--- config.mk ---
export PLATFORM = sky130hd
export DESIGN_NAME = quality_grader
export DESIGN_NICKNAME = d
export VERILOG_FILES = /design/src/rtl/quality_grader.sv
export SDC_FILE = /design/constraint.sdc
export NUM_CORES = 1
export LEC_CHECK = 0
export BUFFER_PORTS_ARGS = -buffer_cell sky130_fd_sc_hd__buf_2
export CORE_MARGIN = 4
export CORE_UTILIZATION = 45
export DETAILED_ROUTE_END_ITERATION = 6
export GPL_ROUTABILITY_DRIVEN = 0
export PLACE_DENSITY = 0.72
export SLEW_MARGIN = 20
export SYNTH_ARGS = -nofsm -noshare
export SYNTH_HDL_FRONTEND = slang
export SYNTH_SLANG_ARGS = --single-unit
--- constraint.sdc ---
create_clock -name clk -period 1.7 [get_ports clk]
set_input_delay 0.085 -clock clk [delete_from_list [all_inputs] [get_ports clk]]
set_output_delay 0.085 -clock clk [all_outputs]
set_load 0.01 [all_outputs]
--- src/rtl/quality_grader.sv ---
// Pass/fail criteria grader: popcount score -> LOW/MEDIUM/HIGH LED held HOLD_CYCLES cycles.
// Define QG_STATS_EN to build the per-grade saturating statistics counters.
module quality_grader #(
    parameter int unsigned N_CRIT      = 3,
    parameter int unsigned MED_MIN     = 2,
    parameter int unsigned HOLD_CYCLES = 4,
    parameter int unsigned CNT_W       = 8
) (
    input  logic              clk,
    input  logic              rst_n,
    input  logic [N_CRIT-1:0] crit_ok_i,
    input  logic              sample_i,
    input  logic              clear_i,
    output logic              led_low_o,
    output logic              led_medium_o,
    output logic              led_high_o,
    output logic              busy_o,
    output logic [CNT_W-1:0]  cnt_low_o,
    output logic [CNT_W-1:0]  cnt_medium_o,
    output logic [CNT_W-1:0]  cnt_high_o
);

    typedef enum logic [1:0] {StIdle, StScore, StShow} state_e;

    state_e            state_q, state_d;
    logic [N_CRIT-1:0] flags_q, flags_d;
    logic [7:0]        hold_q, hold_d;
    logic [2:0]        led_q, led_d;   // {high, medium, low}
    logic              busy_q, busy_d;
    logic [3:0]        score;
    logic [2:0]        grade;

    always_comb begin
        score = '0;
        for (int i = 0; i < int'(N_CRIT); i++) begin
            score = score + 4'(flags_q[i]);
        end
        if (score == 4'(N_CRIT)) begin
            grade = 3'b100;
        end else if (score >= 4'(MED_MIN)) begin
            grade = 3'b010;
        end else begin
            grade = 3'b001;
        end
    end

    always_comb begin
        state_d = state_q;
        flags_d = flags_q;
        hold_d  = hold_q;
        led_d   = led_q;
        case (state_q)
            StIdle: begin
                if (sample_i) begin
                    flags_d = crit_ok_i;
                    state_d = StScore;
                end
            end
            StScore: begin
                led_d   = grade;
                hold_d  = 8'(HOLD_CYCLES);
                state_d = StShow;
            end
            StShow: begin
                if (hold_q == 8'd1) begin
                    led_d   = '0;
                    state_d = StIdle;
                end else begin
                    hold_d = hold_q - 8'd1;
                end
            end
            default: begin
                led_d   = '0;
                state_d = StIdle;
            end
        endcase
        busy_d = (state_d != StIdle);
    end

    always_ff @(posedge clk or negedge rst_n) begin
        if (!rst_n) begin
            state_q <= StIdle;
            flags_q <= '0;
            hold_q  <= '0;
            led_q   <= '0;
            busy_q  <= 1'b0;
        end else begin
            state_q <= state_d;
            flags_q <= flags_d;
            hold_q  <= hold_d;
            led_q   <= led_d;
            busy_q  <= busy_d;
        end
    end

    assign led_high_o   = led_q[2];
    assign led_medium_o = led_q[1];
    assign led_low_o    = led_q[0];
    assign busy_o       = busy_q;

`ifdef QG_STATS_EN
    localparam logic [CNT_W-1:0] CntMax = '1;

    logic [CNT_W-1:0] cnt_low_q, cnt_medium_q, cnt_high_q;

    // Clear wins over the SCORE->SHOW increment; counters saturate.
    always_ff @(posedge clk or negedge rst_n) begin
        if (!rst_n) begin
            cnt_low_q    <= '0;
            cnt_medium_q <= '0;
            cnt_high_q   <= '0;
        end else if (clear_i) begin
            cnt_low_q    <= '0;
            cnt_medium_q <= '0;
            cnt_high_q   <= '0;
        end else if (state_q == StScore) begin
            unique case (grade)
                3'b001:  if (cnt_low_q != CntMax) cnt_low_q <= cnt_low_q + 1'b1;
                3'b010:  if (cnt_medium_q != CntMax) cnt_medium_q <= cnt_medium_q + 1'b1;
                3'b100:  if (cnt_high_q != CntMax) cnt_high_q <= cnt_high_q + 1'b1;
                default: ;
            endcase
        end
    end

    assign cnt_low_o    = cnt_low_q;
    assign cnt_medium_o = cnt_medium_q;
    assign cnt_high_o   = cnt_high_q;
`else
    logic unused_clear;
    assign unused_clear = clear_i;
    assign cnt_low_o    = '0;
    assign cnt_medium_o = '0;
    assign cnt_high_o   = '0;
`endif

endmodule
==> flow_summary.json <==
{
  "cts_buffer_depth": 2,
  "r2r_cells": 3,
  "cp.required_ns": 1.88,
  "cts_root_buf": "clkbuf_4",
  "antenna_found_initial": 0,
  "synth.avg_cell_area_sq_um": 10.2,
  "ctsHtreeMaxLevel": 1,
  "area_growth_pct": 13.7,
  "postSynthCellCount": 106,
  "yosys.area_share.xor_xnor": 0,
  "ys_types": 37,
  "syn_area_sq_mm": 0.00108,
  "drive_gt1_frac": 0.305,
  "cts_tree": "yes",
  "num_rows": 17,
  "cts_setup_buffers": 0,
  "yosysWarnings": 0,
  "vias": 796,
  "worst_ep_arrival_time_ns": 1.83,
  "hold_path.class": "input pin to register",
  "grt.busiest_layer": "met2",
  "post-route-drc-count": 0,
  "clk_latency_ns": 0.29,
  "dp.cells": 151,
  "fin_crit_ns": 1.65,
  "track_usage": 0.137,
  "synth-simple-area-share": 0.153,
  "ys_ff_latch": 17,
  "max_freq_ghz": 0.607,
  "power_density_mw_per_mm2": 1750,
  "fin_nets": 139,
  "routed_wl_um": 2200,
  "ant_nets": 0,
  "yosysSeqAreaShare": 0.395,
  "final.setup.tns_ns": 0,
  "wl_per_cell_um": 14.1,
  "die_height_um": 56.9,
  "diodes": 0,
  "rsz0062_at_grt": "true",
  "grt_max_degree": 18,
  "pre_cts_ws_ns": 0.00940,
  "n_fill_cell": 188,
  "synthAdderAreaFrac": 0.0418,
  "min_delay_path_depth": 2,
  "dp_hpwl_um": 1630,
  "dr.pass1.iters": 4,
  "finalSetupViolCount": 0,
  "period_share": 0.969,
  "gr-total-overflow": 0,
  "final_util": 0.543,
  "die_area_sq_mm": 0.00324,
  "synth_top_family_by_area": "buffers and inverters",
  "grt_pass1_vias": 769,
  "p_leak_uw": 0.000585,
  "peakVddDrop_mv": 0.959,
  "drv_slew": 0,
  "grt_pass1_wl_um": 3480,
  "maxCapViolations": 0,
  "clkTransAtPathRegs_ns": 0.10,
  "pin_count": 35,
  "finClkSkew_ns": 0.00401,
  "numClockSinks": 17,
  "cts-buffers-inserted": 3,
  "cp_max_fo": 5,
  "die_w_um": 56.9,
  "drt-vias-per-instance": 5.10,
  "status": "finished, final reports clean",
  "setup_ws_ns": 0.0520,
  "final_cell_count_no_fill": 156,
  "synth_mux_area_frac": 0.0685,
  "drt_iter0_markers": 26,
  "critPathCaptureType": "register",
  "start_util": 0.478,
  "synth_compound_area_frac": 0.137,
  "worstSetupStartpointType": "register",
  "timing.final.hold_violations": 0,
  "port_buffers": 9,
  "crit_type": "register to register",
  "gr-usage-met1": 0.164,
  "core_sq_mm": 0.00225,
  "met2_usage": 0.248,
  "grt.met3_usage": 0.0249
}
layout by cell type, fill, tap and decap left out, drive strengths merged, types with 2 or more instances in the layout:
master / instances
nor2: 2
nand2: 7
mux2: 3
a211oi: 3
mux2i: 4
o21ai: 3
conb: 24
buf: 22
ha: 2
nand2b: 4
nor4: 3
inv: 4
a311o: 3
o22ai: 2
dfrtp: 17
nor3: 3
clkbuf: 3
worst max-delay path, stage by stage, from the launching register on:
cell     delay, ns
dfrtp_1       0.45
or4_4         0.59
o211a_1       0.24
a311o_1       0.26
routing by layer:
layer  part of all wire  vias up
li1                   -      372
met1               0.38      380
met2               0.53       40
met3              0.078        4
met4             0.0096        0
met5                  0        -
registers in the layout, indices dropped and copies added (netlist names):
register / cells
busy_o: 1
hold_q: 8
state_q: 2
led_q: 3
flags_q: 3
final timing paths:
kind / startpoint / endpoint / slack, ns
max: hold_q[4] / hold_q[6] / 0.05
min: crit_ok_i[1] / flags_q[1] / 0.02
max reg2reg: hold_q[4] / hold_q[6] / 0.05
min reg2reg: led_q[1] / led_q[1] / 0.51
max in group asynchronous: rst_n / led_q[0] / 1.19
min in group asynchronous: rst_n / hold_q[1] / 0.23
cell type report:
class                           instances  area [sq um]  area share
Inverter                                4          15.0      0.0123
Tap cell                               28          35.0      0.0286
Timing Repair Buffer                   23           153       0.125
Clock inverter                          1          5.00     0.00409
Sequential cell                        17           425       0.347
Clock buffer                            3          22.5      0.0184
Multi-Input combinational cell         80           569       0.465
kinds of logic after synthesis:
| group | Yosys count |
|---|---|
| AO/OA/AOI/OAI | 19 |
| multiplexers | 7 |
| AND/OR/NAND/NOR | 27 |
| flip-flops | 17 |
| buffers and inverters | 32 |
| adder cells (fa/ha/maj) | 3 |
| other | 1 |
cells in the mapped netlist (all sizes together):
cell type | instances | area, sq um
or4b | 1 | 13.8
conb | 1 | 3.75
a21o | 1 | 7.51
dfrtp | 17 | 425
a31oi | 1 | 6.26
buf | 27 | 198
a211oi | 3 | 22.5
or4 | 1 | 11.3
a2111oi | 1 | 8.76
nor3b | 1 | 7.51
mux2 | 3 | 33.8
and3 | 1 | 6.26
ha | 2 | 25.0
clkbuf | 1 | 3.75
nand3 | 1 | 5.00
a32o | 1 | 10.0
nor2 | 2 | 7.51
mux2i | 4 | 40.0
o211a | 1 | 10.0
nor3 | 3 | 15.0
nor4 | 3 | 25.0
nand3b | 1 | 7.51
a311o | 3 | 30.0
nor2b | 1 | 6.26
o31ai | 1 | 7.51
nand2b | 4 | 25.0
inv | 4 | 15.0
fa | 1 | 20.0
o21ai | 3 | 15.0
a211o | 1 | 8.76
nand2 | 7 | 26.3
o22ai | 2 | 12.5
o2bb2ai | 1 | 8.76
or3b | 1 | 8.76
power breakdown:
part           total (uW)  switching, uW  leakage (uW)  internal [uW]
sequential            755            176      0.000214            579
clock                 220            132     0.0000177           87.5
combinational        1170            605      0.000353            566
total                2150            913      0.000585           1230
repair_timing:
action,in CTS,in global routing
endpoints found under the hold margin,17,0
gates cloned,0,0
setup endpoints to repair,5,8
pin swaps,0,1
resized for setup,3,7
hold buffers,1,0
per-stage QoR:
step | area (sq um) | total power [uW] | hold slack, ns
floorplan | 1160 | 1440 | -0.211
global placement | 1140 | 1750 | 0.0292
detailed placement | 1140 | 1800 | 0.0300
CTS | 1190 | 2050 | 0.0216
global route | 1220 | 2290 | 0.0181
finish | 1220 | 2150 | 0.0215
No activity file was read; power rests on OpenSTA's default activity.
